--- src/rtl/spi_mem_master.sv ---
// spi_mem_master: SPI mode-0 initiator for 25xx EEPROMs (16-bit address) behind a single-byte memory port.
// Optional feature macro: SPI_MEM_MASTER_WIP_POLL_EN adds RDSR polling until WIP clears after each write.
module spi_mem_master #(
    parameter int CLK_DIV = 4,
    parameter int CS_GAP  = 8
) (
    input  logic        mclk,
    input  logic        reset,
    input  logic        mem_begin_rd,
    input  logic        mem_begin_wr,
    input  logic [15:0] mem_addr,
    input  logic [7:0]  mem_data_wr,
    output logic [7:0]  mem_data_rd,
    output logic        mem_finish,
    output logic        busy,
    output logic        spi_clk,
    output logic        spi_mosi,
    input  logic        spi_miso,
    output logic        spi_cs
);

    localparam logic [7:0]  DIV_LAST  = 8'(CLK_DIV - 1);
    localparam logic [15:0] GAP_LAST  = 16'(CS_GAP - 1);
    localparam logic [7:0]  CMD_READ  = 8'h03;
    localparam logic [7:0]  CMD_WRITE = 8'h02;
    localparam logic [7:0]  CMD_WREN  = 8'h06;
`ifdef SPI_MEM_MASTER_WIP_POLL_EN
    localparam logic [7:0]  CMD_RDSR  = 8'h05;

    typedef enum logic [2:0] {
        IDLE = 3'd0, WREN = 3'd1, GAP = 3'd2, XFER = 3'd3,
        POLL = 3'd4, POLL_GAP = 3'd5, DONE = 3'd6
    } state_t;
`else
    typedef enum logic [2:0] {
        IDLE = 3'd0, WREN = 3'd1, GAP = 3'd2, XFER = 3'd3, DONE = 3'd6
    } state_t;
`endif

    state_t      state_r;
    logic        spi_cs_r, spi_clk_r, spi_mosi_r, mem_finish_r, busy_r;
    logic [7:0]  mem_data_rd_r;
    logic        op_wr_r;
    logic [15:0] addr_r;
    logic [7:0]  data_r;
    logic [31:0] frame_r;
    logic [1:0]  last_byte_r;
    logic [7:0]  tx_sh_r, rx_sh_r;
    logic [7:0]  div_r;
    logic [2:0]  bit_r;
    logic [1:0]  byte_r;
    logic        tail_r;
    logic [15:0] gap_r;

    logic        start_s;
    logic [31:0] start_frame_s;
    logic [1:0]  start_last_s;
    logic [7:0]  next_byte_s;
    logic        frame_end_s;

    function automatic logic [7:0] frame_byte(input logic [31:0] frame, input logic [1:0] idx);
        case (idx)
            2'd0:    return frame[31:24];
            2'd1:    return frame[23:16];
            2'd2:    return frame[15:8];
            default: return frame[7:0];
        endcase
    endfunction

    assign next_byte_s = frame_byte(frame_r, byte_r + 2'd1);
    // The trailing half-period after the last falling edge is the only place a frame can end
    assign frame_end_s = !spi_cs_r && tail_r && (div_r == DIV_LAST);

    // Decide when a new CS frame begins and which bytes it carries
    always_comb begin
        start_s       = 1'b0;
        start_frame_s = 32'h0000_0000;
        start_last_s  = 2'd0;
        case (state_r)
            IDLE: begin
                if (mem_begin_rd) begin
                    start_s       = 1'b1;
                    start_frame_s = {CMD_READ, mem_addr, 8'h00};
                    start_last_s  = 2'd3;
                end else if (mem_begin_wr) begin
                    start_s       = 1'b1;
                    start_frame_s = {CMD_WREN, 24'h00_0000};
                    start_last_s  = 2'd0;
                end else begin
                    start_s = 1'b0;
                end
            end
            GAP: begin
                if (gap_r == GAP_LAST) begin
                    start_s       = 1'b1;
                    start_frame_s = {CMD_WRITE, addr_r, data_r};
                    start_last_s  = 2'd3;
                end else begin
                    start_s = 1'b0;
                end
            end
`ifdef SPI_MEM_MASTER_WIP_POLL_EN
            POLL_GAP: begin
                if (gap_r == GAP_LAST) begin
                    start_s       = 1'b1;
                    start_frame_s = {CMD_RDSR, 24'h00_0000};
                    start_last_s  = 2'd1;
                end else begin
                    start_s = 1'b0;
                end
            end
`endif
            default: start_s = 1'b0;
        endcase
    end

    // Operation sequencer plus SPI bit engine; every output comes straight from a register
    always_ff @(posedge mclk) begin
        if (!reset) begin
            state_r       <= IDLE;
            spi_cs_r      <= 1'b1;
            spi_clk_r     <= 1'b0;
            spi_mosi_r    <= 1'b0;
            mem_finish_r  <= 1'b0;
            busy_r        <= 1'b0;
            mem_data_rd_r <= 8'h00;
            op_wr_r       <= 1'b0;
            addr_r        <= 16'h0000;
            data_r        <= 8'h00;
            frame_r       <= 32'h0000_0000;
            last_byte_r   <= 2'd0;
            tx_sh_r       <= 8'h00;
            rx_sh_r       <= 8'h00;
            div_r         <= 8'd0;
            bit_r         <= 3'd0;
            byte_r        <= 2'd0;
            tail_r        <= 1'b0;
            gap_r         <= 16'd0;
        end else begin
            mem_finish_r <= 1'b0;

            if (!spi_cs_r) begin
                if (div_r != DIV_LAST) begin
                    div_r <= div_r + 8'd1;
                end else begin
                    div_r <= 8'd0;
                    if (tail_r) begin
                        spi_cs_r <= 1'b1;
                        tail_r   <= 1'b0;
                        gap_r    <= 16'd0;
                    end else if (!spi_clk_r) begin
                        spi_clk_r <= 1'b1;
                        rx_sh_r   <= {rx_sh_r[6:0], spi_miso};
                    end else begin
                        spi_clk_r <= 1'b0;
                        if (bit_r == 3'd7) begin
                            bit_r <= 3'd0;
                            if (byte_r == last_byte_r) begin
                                tail_r     <= 1'b1;
                                spi_mosi_r <= 1'b0;
                            end else begin
                                byte_r     <= byte_r + 2'd1;
                                tx_sh_r    <= next_byte_s;
                                spi_mosi_r <= next_byte_s[7];
                            end
                        end else begin
                            bit_r      <= bit_r + 3'd1;
                            tx_sh_r    <= {tx_sh_r[6:0], 1'b0};
                            spi_mosi_r <= tx_sh_r[6];
                        end
                    end
                end
            end

            case (state_r)
                IDLE: begin
                    if (mem_begin_rd) begin
                        op_wr_r <= 1'b0;
                        busy_r  <= 1'b1;
                        state_r <= XFER;
                    end else if (mem_begin_wr) begin
                        op_wr_r <= 1'b1;
                        addr_r  <= mem_addr;
                        data_r  <= mem_data_wr;
                        busy_r  <= 1'b1;
                        state_r <= WREN;
                    end else begin
                        busy_r <= 1'b0;
                    end
                end
                WREN: begin
                    if (frame_end_s) state_r <= GAP;
                end
                GAP: begin
                    gap_r <= gap_r + 16'd1;
                    if (gap_r == GAP_LAST) state_r <= XFER;
                end
                XFER: begin
                    if (frame_end_s) begin
                        if (op_wr_r) begin
`ifdef SPI_MEM_MASTER_WIP_POLL_EN
                            state_r <= POLL_GAP;
`else
                            state_r      <= DONE;
                            mem_finish_r <= 1'b1;
`endif
                        end else begin
                            state_r       <= DONE;
                            mem_finish_r  <= 1'b1;
                            mem_data_rd_r <= rx_sh_r;
                        end
                    end
                end
`ifdef SPI_MEM_MASTER_WIP_POLL_EN
                POLL: begin
                    if (frame_end_s) begin
                        if (rx_sh_r[0]) begin
                            state_r <= POLL_GAP;
                        end else begin
                            state_r      <= DONE;
                            mem_finish_r <= 1'b1;
                        end
                    end
                end
                POLL_GAP: begin
                    gap_r <= gap_r + 16'd1;
                    if (gap_r == GAP_LAST) state_r <= POLL;
                end
`endif
                DONE: begin
                    busy_r  <= 1'b0;
                    state_r <= IDLE;
                end
                default: begin
                    busy_r  <= 1'b0;
                    state_r <= IDLE;
                end
            endcase

            if (start_s) begin
                spi_cs_r    <= 1'b0;
                spi_clk_r   <= 1'b0;
                div_r       <= 8'd0;
                bit_r       <= 3'd0;
                byte_r      <= 2'd0;
                tail_r      <= 1'b0;
                frame_r     <= start_frame_s;
                last_byte_r <= start_last_s;
                tx_sh_r     <= start_frame_s[31:24];
                spi_mosi_r  <= start_frame_s[31];
            end
        end
    end

    assign spi_cs      = spi_cs_r;
    assign spi_clk     = spi_clk_r;
    assign spi_mosi    = spi_mosi_r;
    assign mem_finish  = mem_finish_r;
    assign busy        = busy_r;
    assign mem_data_rd = mem_data_rd_r;

endmodule

--- config.mk ---
export PLATFORM = sky130hd
export DESIGN_NAME = spi_mem_master
export DESIGN_NICKNAME = d
export VERILOG_FILES = /design/src/rtl/spi_mem_master.sv
export SDC_FILE = /design/constraint.sdc
export NUM_CORES = 1
export LEC_CHECK = 0
export CORE_UTILIZATION = 66
export CTS_BUF_LIST = sky130_fd_sc_hd__clkbuf_2
export CTS_CLUSTER_SIZE = 30
export DETAILED_ROUTE_END_ITERATION = 7
export DONT_BUFFER_PORTS = 1
export GPL_ROUTABILITY_DRIVEN = 0
export PLACE_DENSITY_LB_ADDON = 0.08
export SLEW_MARGIN = 30
export SYNTH_ARGS = -nofsm -noshare
export SYNTH_HDL_FRONTEND = slang
export SYNTH_SLANG_ARGS = --single-unit
export TNS_END_PERCENT = 100
--- constraint.sdc ---
create_clock -name mclk -period 3.7 [get_ports mclk]
set_input_delay 0.37 -clock mclk [delete_from_list [all_inputs] [get_ports mclk]]
set_output_delay 0.37 -clock mclk [all_outputs]
set_load 0.02 [all_outputs]
==> results.yml <==
outcome:
  status: "finished, final reports clean"
final_layout:
  diodes: 0
  final_layout_size_suffix_gt1_share_pct: 7.04
  final_area_mm2: 0.00534
  synthToLayoutAreaGrowth_pct: 12.0
  fill_cells: 526
  nNetsFinal: 606
detailed_routing:
  drt-initial-drc-count: 325
  wl_um: 10800
  drc_errors: 0
  wl_per_cell_um: 16.0
  firstDrtPassIters: 6
  num_vias: 4060
  viasPerCell: 5.99
  drtAntennaViolNets: 0
power:
  pwr-share-clk_pct: 40.2
  p_sw_uw: 607
  ir_drop_uv: 410
  swShare_pct: 24.8
  combinationalPowerShare_pct: 7.0
  seq_power_share_pct: 52.8
  powerDensity_mw_per_mm2: 458
  intPower_mw: 1.84
  p_leak_nw: 2.04
clock_network:
  cts_resized: 0
  path_clk_slew_ps: 160
  cts.root.buffer_cell: "clkbuf_2"
  insertion_delay_ps: 650
  clock-sinks: 114
  cts_tree: "yes"
  cts_max_level: 4
  clock_path_buffers: 2
  cts_hold_buf: 27
  cts_buffers: 17
  cts_setup_buffers: 0
worst_setup_path:
  r2r_end: "tx_sh_r[0]"
  startpoint: "div_r[0]"
  crit_end: "tx_sh_r[0]"
  end_kind: "flip-flop"
  required_ps: 4240
  crit_type: "flip-flop to flip-flop"
  r2r_start: "div_r[0]"
  cp-start-kind: "flip-flop"
  r2r_cells: 6
  arrival_ps: 3310
  r2r_slack_ps: 940
  cp_max_fo: 11
sta:
  worst_pin_slew_ps: 892
  tns_ps: 0
  relSlewSlack_pct: 40.6
  report.final.slew_viol_count: 0
  rsz0062_at_grt: "no"
  finClkSkew_ps: 24.7
  hold_viol_final: 0
  fmax_ghz: 0.362
  fin_crit_sh_pct: 74.7
  fin_crit_ps: 2760
  setup_viol: 0
grt:
  overflow: 0
  grt_pass1_wl_um: 17800
  grt_use_total_pct: 30.5
  grt_max_degree: 68
  grt_pass1_vias: 3802
  antenna_found_initial: 0
logic_synthesis:
  synth_fp_nets: 592
  synth_ff_type: "dfxtp_1"
  yosysUniqueCellTypes: 58
  syn_area_per_cell_um2: 8.60
  yosysWarnings: 0
  ys_seq_area_share_pct: 47.8
  synth-edff-count: 0
  syn_area_mm2: 0.00477
  synth-seq-cells: 114
  synthCells: 555
  async_reset_ff_share_pct: 0
placement:
  hpwlAfterDp_um: 6780
  placed_cell_area_mm2: 0.00476
  port_buffers: 0
die:
  die-width_um: 87.0
  die_h_um: 87.0
  io_pins: 42
  start_util_pct: 69.1
  num_rows: 30
  die-area_mm2: 0.00757
  core_mm2: 0.00691
run:
  drv_cap: 0
worst_hold_path:
  min_path_type: "input pin to flip-flop"
[cell type report]
cell class / count / area, um2 / area share, %
Clock inverter: 14 / 213 / 3.98
Sequential cell: 114 / 2280 / 42.7
Clock buffer: 18 / 90.1 / 1.69
Multi-Input combinational cell: 400 / 2330 / 43.6
Inverter: 8 / 32.5 / 0.609
Tap cell: 96 / 120 / 2.25
Timing Repair Buffer: 28 / 278 / 5.20
[worst min-delay path by stage]
stage	startpoint	to	slack, ps	cells past startpoint
after global routing	mem_begin_rd	tx_sh_r[2]	10	2
after detailed placement	frame_r[19]	frame_r[19]	450	2
after global placement	frame_r[22]	frame_r[22]	440	2
after floorplan	frame_r[17]	frame_r[17]	430	2
final	mem_begin_rd	busy	30	2
after CTS	mem_begin_rd	busy	3	2
[logic make-up after synthesis]
group / Yosys count / share of synthesized area, %
mux: 21 / 4.46
flops: 114 / 47.8
compound gates: 138 / 18.5
buf+inv: 41 / 3.54
fa+ha+maj: 8 / 2.10
xor+xnor: 10 / 1.84
simple gates: 223 / 21.8
[through the flow]
step / power (mW) / cells / setup WS [ps] / hold WS [ps] / util, %
after floorplan: 1.43 / 555 / 1740 / 429 / -
after global placement: 1.45 / 619 / 1100 / 441 / 68.9
after detailed placement: 1.46 / 619 / 1030 / 445 / 69.0
after CTS: 2.45 / 678 / 984 / 2.69 / 77.3
after global routing: 2.53 / 678 / 780 / 10.6 / 77.4
final: 2.45 / 678 / 936 / 27.1 / 77.4
[critical path, stage by stage (launching register included)]
cell and delay [ps]:
dfxtp_1 420, ha_1 200, nor4b_2 430, nand4b_1 460
nor2_1 690, a21boi_1 180, o221a_2 280
[routing by layer]
metal | routed length (um) | track usage, % | vias to the layer above
li1 | - | - | 1998
met1 | 5050 | 40.6 | 1917
met2 | 5040 | 48.3 | 126
met3 | 579 | 8.06 | 19
met4 | 176 | 10.0 | 0
met5 | 0 | 0 | -
[cells in the mapped netlist (2+ instances only)]
master	number	share of area, %
o21a_1	5	0.79
buf_2	6	0.63
nand3_1	14	1.5
o2bb2ai_1	2	0.37
and3_1	13	1.7
inv_1	7	0.55
clkbuf_1	26	2.0
or3_1	4	0.52
nand4b_1	2	0.37
nand3b_1	2	0.31
o21ai_1	16	1.7
mux2i_1	19	4.0
a31oi_1	2	0.26
a221oi_1	4	0.73
ha_1	8	2.1
a211oi_1	6	0.94
nor2_1	63	5.0
nor2b_1	6	0.79
a21oi_1	49	5.1
dfxtp_1	114	48
xnor2_1	6	1.1
o211ai_1	5	0.79
o21ai_0	10	1.0
nand4_1	2	0.26
a22oi_1	25	3.9
and2_1	5	0.66
a222oi_1	3	0.63
o211a_1	2	0.42
nand2_1	86	6.8
nor3_1	10	1.0
xor2_1	4	0.73
nor4_1	3	0.39
[flip-flops by register name (all words and copies together), names as in the netlist]
name	cells
frame_r	27
bit_r	3
state_r	3
spi_mosi	1
tail_r	1
addr_r	16
mem_data_rd	8
rx_sh_r	8
div_r	8
mem_finish	1
op_wr_r	1
data_r	8
spi_clk	1
gap_r	16
byte_r	2
tx_sh_r	7
spi_cs	1
last_byte_r	1
busy	1
[cells in the final DEF (no fill, tap or decap), types with 4 or more instances in the layout]
master / Yosys / routed
a211oi_1: 6 / 6
a21oi_1: 49 / 49
a221oi_1: 4 / 4
a22oi_1: 25 / 25
and2_1: 5 / 5
and3_1: 13 / 13
bufinv_16: 0 / 5
clkbuf_2: 0 / 18
clkinv_4: 0 / 4
dfxtp_1: 114 / 114
dlygate4sd3_1: 0 / 27
ha_1: 8 / 8
inv_1: 7 / 6
mux2i_1: 19 / 19
nand2_1: 86 / 86
nand3_1: 14 / 14
nor2_1: 63 / 63
nor2b_1: 6 / 6
nor3_1: 10 / 10
o211ai_1: 5 / 5
o21a_1: 5 / 5
o21ai_0: 10 / 10
o21ai_1: 16 / 16
or3_1: 4 / 4
xnor2_1: 6 / 6
xor2_1: 4 / 4
[power by group through the flow]
stage | Clock [mW] | Combinational [mW] | Sequential, mW
5_1_grt | 1.05 | 0.189 | 1.30
3_5_place_dp | 0 | 0.139 | 1.32
6_report | 0.984 | 0.172 | 1.29
2_1_floorplan | 0 | 0.120 | 1.31
3_3_place_gp | 0 | 0.133 | 1.32
4_1_cts | 0.995 | 0.167 | 1.29
(Power assumes the default switching activity.)
